<file path="src/rtl/rst_seq_gen_pkg.sv">
// Shared types and timing helpers for the multi-channel reset sequencer.
package rst_seq_pkg;

   typedef enum logic {
      SEQ  = 1'b0,
      IDLE = 1'b1
   } state_e;

   // Counter value (edges after the trigger) on which channel k is released.
   function automatic int rel_cycle(int k, int rst_clk_cycles, int stagger_cycles);
      return rst_clk_cycles + k * stagger_cycles;
   endfunction

endpackage

</file>
<file path="src/rtl/rst_seq_gen.sv">
// Multi-channel reset sequencer: holds selected reset outputs low, then
// releases them one by one with a fixed stagger. Supports a soft re-reset
// of a channel subset through a ready/valid request.
//
// state | meaning
// ------+---------------------------------------------------------------
// SEQ   | sequence running; counter advances, masked channels release
// IDLE  | all releases done; a request may be accepted
module rst_seq_gen
   import rst_seq_pkg::*;
#(
   parameter int NumRst        = 4,
   parameter int RstClkCycles  = 7,
   parameter int StaggerCycles = 2,
   parameter int CntWidth      = 8
) (
   input  logic              clk_i,
   input  logic              rst_ni,
   input  logic              req_valid_i,
   input  logic [NumRst-1:0] req_mask_i,
   output logic              req_ready_o,
   output logic [NumRst-1:0] rst_no,
   output logic              busy_o,
   output logic              done_o
);

   // The sequence always runs to the highest channel's release, whatever the mask.
   localparam int LastInt = rel_cycle(NumRst - 1, RstClkCycles, StaggerCycles);
   localparam logic [CntWidth-1:0] LastCnt = LastInt[CntWidth-1:0];

   if (NumRst < 1 || RstClkCycles < 1) begin : g_bad_cfg
      $fatal(1, "rst_seq_gen: NumRst and RstClkCycles must both be at least 1");
   end

   if (LastInt >= (1 << CntWidth)) begin : g_bad_width
      $fatal(1, "rst_seq_gen: CntWidth too small for the full sequence length");
   end

   state_e              state_q, state_d;
   logic [CntWidth-1:0] cnt_q, cnt_d;
   logic [CntWidth-1:0] cnt_inc;
   logic [NumRst-1:0]   mask_q, mask_d;
   logic [NumRst-1:0]   rst_q, rst_d;
   logic                busy_q, busy_d;
   logic                done_q, done_d;
   logic [NumRst-1:0]   rel_hit;

   // Saturating count; the value it takes on this edge is what gets compared.
   assign cnt_inc = (cnt_q == LastCnt) ? cnt_q : cnt_q + CntWidth'(1);

   // One terminal-count compare per channel against its fixed release point.
   for (genvar k = 0; k < NumRst; k++) begin : g_rel
      localparam int RelInt = rel_cycle(k, RstClkCycles, StaggerCycles);
      localparam logic [CntWidth-1:0] RelCnt = RelInt[CntWidth-1:0];
      assign rel_hit[k] = (cnt_inc == RelCnt);
   end

   // Next-state logic: count and release in SEQ, accept soft requests in IDLE.
   always_comb begin
      state_d = state_q;
      cnt_d   = cnt_q;
      mask_d  = mask_q;
      rst_d   = rst_q;
      busy_d  = busy_q;
      done_d  = 1'b0;
      case (state_q)
         SEQ: begin
            cnt_d = cnt_inc;
            rst_d = rst_q | (rel_hit & mask_q);
            if (cnt_inc == LastCnt) begin
               state_d = IDLE;
               busy_d  = 1'b0;
               done_d  = 1'b1;
            end
         end
         IDLE: begin
            if (req_valid_i) begin
               state_d = SEQ;
               cnt_d   = '0;
               mask_d  = req_mask_i;
               rst_d   = rst_q & ~req_mask_i;
               busy_d  = 1'b1;
            end
         end
         default: state_d = SEQ;
      endcase
   end

   // State and output registers; synchronous reset restarts the full sequence.
   always_ff @(posedge clk_i) begin
      if (!rst_ni) begin
         state_q <= SEQ;
         cnt_q   <= '0;
         mask_q  <= '1;
         rst_q   <= '0;
         busy_q  <= 1'b1;
         done_q  <= 1'b0;
      end else begin
         state_q <= state_d;
         cnt_q   <= cnt_d;
         mask_q  <= mask_d;
         rst_q   <= rst_d;
         busy_q  <= busy_d;
         done_q  <= done_d;
      end
   end

   assign req_ready_o = (state_q == IDLE);
   assign rst_no      = rst_q;
   assign busy_o      = busy_q;
   assign done_o      = done_q;

endmodule

</file>
<file path="config.mk">
export PLATFORM = sky130hd
export DESIGN_NAME = rst_seq_gen
export DESIGN_NICKNAME = d
export VERILOG_FILES = /design/src/rtl/rst_seq_gen_pkg.sv /design/src/rtl/rst_seq_gen.sv
export SDC_FILE = /design/constraint.sdc
export NUM_CORES = 1
export LEC_CHECK = 0
export ABC_AREA = 1
export CAP_MARGIN = 30
export CORE_MARGIN = 1
export CORE_UTILIZATION = 36
export DETAILED_ROUTE_END_ITERATION = 12
export REMOVE_ABC_BUFFERS = 1
export SYNTH_ARGS = -nofsm -noshare
export SYNTH_HDL_FRONTEND = slang
export SYNTH_SLANG_ARGS = --single-unit
</file>
<file path="constraint.sdc">
create_clock -name clk_i -period 3.2 [get_ports clk_i]
set_input_delay 0.96 -clock clk_i [delete_from_list [all_inputs] [get_ports clk_i]]
set_output_delay 0.96 -clock clk_i [all_outputs]
set_load 0.03 [all_outputs]
</file>
# Yosys cells after proc, flatten, opt, wreduce, memory -nomap -nowiden
# Cells that the tools add are included.
[totals] reg_bits=19 inputBits=7
[op_classes] addsub=1 n_eq_ne=7 mux=11 n_bitwise=6 n_reduce_logical=3
[op_table] cell="$eq A8 B4 Y1 const B" count=4
[op_table] cell="$mux W8" count=2
[op_table] cell="$pmux W8 S2" count=1
[op_table] cell="$add A8 B1 Y8 const B" count=1
[op_table] cell="$and A4 B4 Y4" count=2
[op_table] cell="$eq A8 B3 Y1 const B" count=1
[op_table] cell="$pmux W4 S2" count=1
[op_table] cell="$mux W1" count=4
[op_table] cell="$mux W4" count=1
[op_table] cell="$ne A2 B2 Y1 const B" count=2
[op_table] cell="$not A4 Y4" count=1
[op_table] cell="$or A4 B4 Y4" count=1
[op_table] cell="$pmux W1 S2" count=2
[op_table] cell="$reduce_and A2 Y1" count=2
[op_table] cell="$not A1 Y1" count=2
[op_table] cell="$reduce_or A2 Y1" count=1

# Depth between registers and ports, before layout
# Gate-level depths: netlist of the first run.
[logic_depth] depth_word=6 ltp_mapped=12

# Worst setup path before layout of the first run
# OpenSTA, ideal clock, no wires.
[synth_timing] kind="input to register" start="in rst_ni" end="reg busy_q (netlist: busy_o)" setup_ns=0.109 t_arrival_ns=1.612 t_required_ns=3.091 slack_ns=1.479 path_stages=6 cell_sequence="buf_2 -> inv_1 -> nor2_1 -> nand3_1 -> nand2_1 -> inv_1"
[synth_lines] element="start: declaration" line_no="rst_seq_gen.sv:18" source="input logic rst_ni,"
[synth_lines] element="end signal: assignment" line_no="rst_seq_gen.sv:103" source="busy_q <= busy_d;"
[synth_lines] element="end: declaration" line_no="rst_seq_gen.sv:44" source="logic busy_q, busy_d;"

# Worst setup path after layout of the first run
[layout_timing] start="reg state_q (netlist: req_ready_o)" end="out req_ready_o"
[layout_lines] element="start: declaration" line_no="rst_seq_gen.sv:39" source="state_e state_q, state_d;"
[layout_lines] element="start signal: assignment" line_no="rst_seq_gen.sv:99" source="state_q <= state_d;"
[layout_lines] element="end: declaration" line_no="rst_seq_gen.sv:21" source="output logic req_ready_o,"
# No word-level cell between the ends.

==> results of run 1 <==
[tightest hold or removal path, stage by stage, from the launching register on]
cell and delay, ns:
sky130_fd_sc_hd__dfxtp_1 0.32, sky130_fd_sc_hd__inv_1 0.05, sky130_fd_sc_hd__a21oi_1 0.05
[power by group through the flow]
stage,sequential [mW],clock [mW],combinational (mW)
2_1_floorplan,0.252,0,0.0267
3_3_place_gp,0.251,0,0.0447
3_5_place_dp,0.252,0,0.0449
4_1_cts,0.246,0.124,0.0453
5_1_grt,0.247,0.138,0.0519
6_report,0.247,0.121,0.0452
[logic make-up after synthesis]
kind of cell	count (synthesis)	share of synthesized area, %
compound gates	14	8.27
xor+xnor	1	0.905
fa+ha+maj	2	2.58
buf+inv	25	9.95
flops	19	39.3
simple gates	87	39.0
[cell type report]
| type | count | area, µm² | share of cell area, % |
|---|---|---|---|
| Timing Repair Buffer | 13 | 130 | 11.3 |
| Clock buffer | 3 | 22.5 | 1.95 |
| Clock inverter | 1 | 5.00 | 0.434 |
| Inverter | 23 | 86.3 | 7.48 |
| Multi-Input combinational cell | 104 | 492 | 42.6 |
| Tap cell | 30 | 37.5 | 3.25 |
| Sequential cell | 19 | 380 | 33.0 |
[registers in the layout, indices dropped and copies added, names as in the netlist]
| name | count |
|---|---|
| rst_no | 4 |
| req_ready_o | 1 |
| busy_o | 1 |
| done_o | 1 |
| mask_q | 4 |
| cnt_q | 8 |
[cells in the mapped netlist]
cell type / count / area [µm²]
sky130_fd_sc_hd__nand2_1: 52 / 195
sky130_fd_sc_hd__or2_2: 1 / 6.26
sky130_fd_sc_hd__buf_2: 2 / 10.0
sky130_fd_sc_hd__nand3_1: 11 / 55.1
sky130_fd_sc_hd__a32o_1: 1 / 10.0
sky130_fd_sc_hd__nand4_1: 3 / 18.8
sky130_fd_sc_hd__clkinv_1: 1 / 3.75
sky130_fd_sc_hd__nor2_4: 1 / 11.3
sky130_fd_sc_hd__a21oi_1: 2 / 10.0
sky130_fd_sc_hd__nor3_1: 2 / 10.0
sky130_fd_sc_hd__o21ai_1: 1 / 5.00
sky130_fd_sc_hd__nor2_2: 2 / 12.5
sky130_fd_sc_hd__o21ai_0: 6 / 30.0
sky130_fd_sc_hd__dfxtp_1: 19 / 380
sky130_fd_sc_hd__nor2_1: 13 / 48.8
sky130_fd_sc_hd__inv_1: 22 / 82.6
sky130_fd_sc_hd__nand3_2: 2 / 20.0
sky130_fd_sc_hd__o22ai_1: 4 / 25.0
sky130_fd_sc_hd__xor2_1: 1 / 8.76
sky130_fd_sc_hd__ha_1: 2 / 25.0
[worst paths after layout]
check / to / from
hold reg to reg: rst_no[1] / rst_no[1]
setup reg to reg: busy_o / cnt_q[1]
setup / recovery: req_ready_o / req_ready_o
hold / removal: rst_no[1] / rst_no[1]
[metal layers]
metal | routed length [µm] | global-route usage [%] | vias to the layer above | part of all wire [%]
met5 | 0 | 0 | - | 0
met2 | 986 | 29.0 | 16 | 47
li1 | - | - | 492 | -
met1 | 1040 | 21.5 | 433 | 49
met3 | 68 | 5.93 | 2 | 3.2
met4 | 10 | 3.95 | 0 | 0.47
[per-stage QoR]
stage	utilization, %	hold slack [ns]
final	46.1	0.456
after CTS	46.1	0.462
after floorplan	-	0.442
after detailed placement	45.0	0.445
after global routing	46.1	0.491
after global placement	45.0	0.438
==> PnR_summary.wiki, run 1 <==
{| class="wikitable"
! Metric !! Value
|-
| Fraction of power spent switching nets || ~26%
|-
| Int Pwr || slightly above 0.3 mW
|-
| Count of different cell masters after synthesis || 20
|-
| Clock insertion delay at the later pin of the skew report || 0.30 ns
|-
| Result of the run || finished, final reports clean
|-
| Clock buffer count from CTS || 3
|-
| Dominant delay contributor by cell family on the critical path || buffers and inverters
|-
| Highest attainable clock frequency || roughly 400 MHz
|-
| # diodes || 0
|-
| Port Buffer Count || 13
|-
| Fraction of power consumed by sequential logic || 59.8%
|-
| Min-Delay Path Depth || 2
|-
| Total routing resource utilization after global routing || 17.5%
|-
| Setup TNS || 0 ns
|-
| Final worst setup slack || 0.741 ns
|-
| Total design power || between 0.4 and 0.5 mW
|-
| Headroom to the max-slew limit || 76.2%
|-
| Vias in the first global route || around 900
|-
| Hold Crit Class || flop to flop
|-
| Buffers inserted by post-CTS timing repair || 0
|-
| Global-route wire length before repair || about 3700 µm
|-
| Slowest Stage Delay on Critical Path || 0.73 ns
|-
| TritonCTS clock tree || built
|-
| Worst path bufs/invs || 1
|-
| Layout area overhead || 19.1%
|-
| Reg2Reg Depth || 11
|-
| Synth Instances || 148
|-
| Net switching component of the power || 0.106 mW
|-
| Highest-delay cell along the critical path || sky130_fd_sc_hd__clkdlybuf4s50_1
|-
| Transition time of the tightest slew-check pin || 0.356 ns
|-
| Sequential-to-total area share from yosys stat || 39.3%
|-
| Remaining number of nets flagged by the antenna check after routing || 0
|-
| DRC violations left || 0
|-
| CP cell instances || clkdlybuf4s50_1
|-
| P per Cell Area || 358 nW/µm²
|-
| Worst EP arrival || 1.50 ns
|-
| Placer congestion estimate || 0.757
|-
| Resized Gates After CTS || 0
|-
| Wire length reported by the detailed router || 2110 µm
|-
| Chip Height || ~54 µm
|-
| Max IR drop VDD || 0.207 mV
|-
| Fin crit share || about three quarters
|-
| Total of fill cells in the finished design || around 270
|-
| Max-slew violations || 0
|-
| Via-per-instance ratio || a little under 5
|-
| Combinational fraction of design power || 11.0%
|-
| Crit path capture type || primary output
|-
| Root Buffer Master || sky130_fd_sc_hd__clkbuf_4
|-
| Synthesized area || 968 µm²
|-
| Critical Path RT || 2.24 ns
|-
| Post-place setup slack || 0.732 ns
|-
| Total leakage power || ~0.57 nW
|-
| Clock network fraction of total power || 29.3%
|-
| Die area || 2900 µm²
|-
| Crit-path max FO || 6
|-
| Final Net Count || 173
|-
| Count of hold-fix buffers inserted at cts || 0
|-
| Maximum number of pins on one net before global-route repair || 12
|-
| Most common cell after layout, fill and taps aside || sky130_fd_sc_hd__nand2_1
|-
| Sinks on Clock Net || 19
|-
| # rows || 18
|-
| Total instance count after detailed placement || between 150 and 200
|-
| Overflow left after global routing || 0
|-
| Count of final hold-check violations || 0
|-
| Synthesized flop and latch total || 19
|-
| Average cell area after synthesis || 6.54 µm²
|-
| Initial antenna violation count || 0
|-
| Routed wire per std cell || ~11 µm
|-
| Final count of negative-setup-slack endpoints || 0
|-
| Area post-placement || 1130 µm²
|-
| Detailed-placement wirelength estimate || 1640 µm
|-
| Final Non-Filler Cells || between 150 and 200
|-
| Unrepaired setup endpoints after global routing || false
|-
| Number of buffers between clock root and the deepest sink || 2
|-
| Yosys warns || 0
|-
| Vias post-DR || around 940
|-
| Clock tree skew after final layout || 0.00351 ns
|-
| Floorplan Core Area || 2500 µm²
|-
| Time the worst path needs with I/O delays and setup || 2.46 ns
|-
| Initial DRT Pass Iterations || 7
|-
| Clock transition at the registers of the reported paths || 0.11 ns
|-
| I/O pin count || 14
|-
| Count of cell instances traversed by the critical path || 1
|-
| Type of element launching the critical path || flop
|-
| Top library cells by usage in the layout, fill and taps aside || 52 x sky130_fd_sc_hd__nand2_1, 22 x sky130_fd_sc_hd__inv_1, 19 x sky130_fd_sc_hd__dfxtp_1
|-
| Number of violations reported at the end of detailed-routing iteration 0 || 16
|-
| Fraction of layout instances using a drive strength above 1 || under 10%
|-
| Effective utilization at floorplan || 38.7%
|-
| Number of H-tree levels || 1
|-
| Max-Cap Viols || 0
|-
| Type of the setup path with the least slack || flop to primary output
|-
| Final standard cell area without fillers || 1150 µm²
|-
| Setup slack of the worst register-to-register path || 1.46 ns
|-
| Horizontal die dimension || ~54 µm
|}
Power figures use the tool's default switching activity.
==> run 2, diff against run 1 <==
==> constraint.sdc (replaced) <==
create_clock -name clk_i -period 2.33 [get_ports clk_i]
set_input_delay 0.699 -clock clk_i [delete_from_list [all_inputs] [get_ports clk_i]]
set_output_delay 0.699 -clock clk_i [all_outputs]
set_load 0.03 [all_outputs]
==> run 2 against run 1 <==
  * Register-to-register slack worse by 0.79 ns
  * Final area is 0.54% higher
  * Global-route usage is 0.60 points lower
  * Clock power is 39% higher
  * Clock-buffer cell count is 1 higher
  * Final cell count is 0.52% higher
  * Wire length is 5.1% lower
  * Power is 38% higher
  * Via count is 2.0% lower
  * Clock skew is 0.0085 ns higher
  * Setup slack worse by 0.62 ns
==> PnR_summary.wiki, run 2 (synthesis results as in run 1) <==
{| class="wikitable"
! Metric !! Value
|-
| Highest attainable clock frequency || approximately 450 MHz
|-
| Chip Height || 53.9 µm (unchanged)
|-
| Critical Path RT || 1.63 ns (-0.61 ns)
|-
| Highest-delay cell along the critical path || sky130_fd_sc_hd__clkdlybuf4s50_1
|-
| End point of the critical path || req_ready_o
|-
| Type of element launching the critical path || flop
|-
| Max-slew violations || 0 (unchanged)
|-
| Setup TNS || 0 ns (unchanged)
|-
| Transition time of the tightest slew-check pin || 0.378 ns (+0.0216 ns)
|-
| Placer congestion estimate || 0.739 (-2.4%)
|-
| Hold Crit Class || flop to flop
|-
| Number of flip-flops under the largest register name || 8 (unchanged)
|-
| Resized Gates After CTS || 0 (unchanged)
|-
| Worst path bufs/invs || 1 (unchanged)
|-
| Number of violations reported at the end of detailed-routing iteration 0 || 7 (-9)
|-
| Time the worst path needs with I/O delays and setup || 2.21 ns
|-
| Effective utilization at floorplan || 38.7% (unchanged)
|-
| Unrepaired setup endpoints after global routing || false
|-
| Routed wire per std cell || 10.3 µm (-5.6%)
|-
| Clock tree skew after final layout || 0.0120 ns (+0.00848 ns)
|-
| Result of the run || finished, final reports clean
|-
| Horizontal die dimension || 53.9 µm (unchanged)
|-
| Max IR drop VDD || 0.425 mV (+110%)
|-
| Total leakage power || 0.568 nW (+0.37%)
|-
| TritonCTS clock tree || built
|-
| Clock transition at the registers of the reported paths || 0.11 ns (about the same)
|-
| Dominant delay contributor by cell family on the critical path || buffers and inverters
|-
| Total of fill cells in the finished design || 272 (+1.9%)
|-
| Clock network fraction of total power || 29.5% (+0.2 points)
|-
| Setup slack of the worst register-to-register path || 0.67 ns (-0.79 ns)
|-
| Port Buffer Count || 13 (unchanged)
|-
| Final count of negative-setup-slack endpoints || 0 (unchanged)
|-
| Floorplan Core Area || 2500 µm² (unchanged)
|-
| Clock insertion delay at the later pin of the skew report || 0.30 ns (about the same)
|-
| Post-Route Utilization || 46.4% (+0.25 points)
|-
| Net switching component of the power || 0.143 mW (+36%)
|-
| Die area || 2900 µm² (unchanged)
|-
| Overflow left after global routing || 0 (unchanged)
|-
| Root Buffer Master || sky130_fd_sc_hd__clkbuf_4
|-
| Count of hold-fix buffers inserted at cts || 0 (unchanged)
|-
| Count of final hold-check violations || 0 (unchanged)
|-
| R2r endpoint || busy_o
|-
| Maximum number of pins on one net before global-route repair || 11 (-1)
|-
| Via-per-instance ratio || 4.76 (-2.5%)
|-
| I/O pin count || 14 (unchanged)
|-
| Int Pwr || 0.425 mW (+39%)
|-
| Vias in the first global route || 863 (-3.8%)
|-
| Fin crit share || 94.7%
|-
| Buffers inserted by post-CTS timing repair || 0 (unchanged)
|-
| Combinational fraction of design power || 11.1% (about the same)
|-
| Headroom to the max-slew limit || 74.7% (-1.5 points)
|-
| # rows || 18 (unchanged)
|-
| Crit path capture type || primary output
|-
| Detailed-placement wirelength estimate || 1610 µm (-2.0%)
|-
| Initial antenna violation count || 0 (unchanged)
|-
| Fraction of power consumed by sequential logic || 59.4% (-0.4 points)
|-
| Launching element of the worst setup path || req_ready_o
|-
| Max-Cap Viols || 0 (unchanged)
|-
| Reg2reg start || cnt_q[0]
|-
| CP cell instances || clkdlybuf4s50_1
|-
| Sinks on Clock Net || 19 (unchanged)
|-
| # diodes || 0 (unchanged)
|-
| Initial DRT Pass Iterations || 4 (-3)
|-
| Reg2Reg Depth || 10 (-1)
|-
| P per Cell Area || 490 nW/µm² (+37%)
|-
| Layout area overhead || 19.8%
|-
| Wire length reported by the detailed router || 2000 µm (-5.1%)
|-
| Number of buffers between clock root and the deepest sink || 2 (unchanged)
|-
| Number of H-tree levels || 1 (unchanged)
|-
| Fraction of power spent switching nets || 25.2% (-0.39 points)
|-
| Clock buffer count from CTS || 3 (unchanged)
|-
| Fraction of layout instances using a drive strength above 1 || 6.10% (-0.037 points)
|-
| Count of cell instances traversed by the critical path || 1 (unchanged)
|-
| Final Net Count || 174 (+0.58%)
|-
| Most common cell after layout, fill and taps aside || sky130_fd_sc_hd__nand2_1
|-
| Vias post-DR || 924 (-2.0%)
|-
| Slowest Stage Delay on Critical Path || 0.73 ns (about the same)
|-
| Crit-path max FO || 6 (unchanged)
|-
| Type of the setup path with the least slack || flop to primary output
|-
| Top library cells by usage in the layout, fill and taps aside || 52 x sky130_fd_sc_hd__nand2_1, 22 x sky130_fd_sc_hd__inv_1, 19 x sky130_fd_sc_hd__dfxtp_1
|-
| DRC violations left || 0 (unchanged)
|-
| Global-route wire length before repair || 3530 µm (-3.4%)
|-
| Register with the most flip-flops || cnt_q
|-
| Remaining number of nets flagged by the antenna check after routing || 0 (unchanged)
|-
| Total routing resource utilization after global routing || 16.9% (-0.60 points)
|-
| Worst EP arrival || 1.51 ns (about the same)
|}
==> run 2: worst reg2reg max path, cell delays in order (launching register included) <==
cell	delay, ns
sky130_fd_sc_hd__dfxtp_1	0.42
sky130_fd_sc_hd__ha_1	0.24
sky130_fd_sc_hd__nand3_1	0.14
sky130_fd_sc_hd__nor2_1	0.12
sky130_fd_sc_hd__nand2_1	0.05
sky130_fd_sc_hd__nand2_1	0.08
sky130_fd_sc_hd__nand2_1	0.10
sky130_fd_sc_hd__nor2_4	0.18
sky130_fd_sc_hd__nand3_1	0.14
sky130_fd_sc_hd__nand2_1	0.09
sky130_fd_sc_hd__inv_1	0.04
==> run 2: routing by layer <==
layer | share of wire [%] | vias to the layer above | global-route usage, %
li1 | - | 503 | -
met1 | 49 | 405 | 21.0
met2 | 46 | 14 | 27.8
met3 | 4.0 | 2 | 6.21
met4 | 0.60 | 0 | 3.07
met5 | 0 | - | 0
==> run 2: how the worst min path moves through the flow <==
stage / start / cells after the start / to
floorplan: mask_q[1] / 2 / mask_q[1]
global placement: rst_no[2] / 2 / rst_no[2]
detailed placement: rst_no[2] / 2 / rst_no[2]
CTS: rst_no[2] / 2 / rst_no[2]
global route: rst_no[1] / 2 / rst_no[1]
finish: rst_no[2] / 2 / rst_no[2]
==> run 2: layout make-up <==
class | count | area, µm² | share of cell area (%)
clock buffer | 4 | 26.3 | 2.27
timing repair buffer | 14 | 138 | 11.9
multi-input combinational | 104 | 492 | 42.4
tap | 30 | 37.5 | 3.24
inverter | 23 | 86.3 | 7.44
sequential | 19 | 380 | 32.8
==> run 2: power groups by stage <==
stage	Combinational, mW	Clock [mW]	Sequential (mW)
finish	0.0631	0.168	0.338
global route	0.0731	0.192	0.339
CTS	0.0637	0.174	0.338
detailed placement	0.0636	0	0.345
global placement	0.0623	0	0.345
floorplan	0.0367	0	0.346
==> run 2: stage by stage <==
step           worst slack (ns)  area, µm²  hold slack (ns)  instances  power, mW
2_1_floorplan             0.897        958            0.442        146      0.383
3_3_place_gp              0.202       1130            0.436        190      0.407
3_5_place_dp              0.198       1130            0.441        190      0.409
4_1_cts                   0.132       1160            0.456        194      0.576
5_1_grt                  0.0471       1160            0.475        194      0.604
6_report                  0.123       1160            0.452        194      0.569
==> run 3, diff against run 2 <==
--- a/config.mk
+++ b/config.mk
@@ -6,7 +6,7 @@
 export NUM_CORES = 1
 export LEC_CHECK = 0
 export ABC_AREA = 1
-export CAP_MARGIN = 30
+export CAP_MARGIN = 10
 export CORE_MARGIN = 1
 export CORE_UTILIZATION = 36
 export DETAILED_ROUTE_END_ITERATION = 12
==> results of run 3 <==
No change in the layout: final DEF, timing and power equal those of run 2.
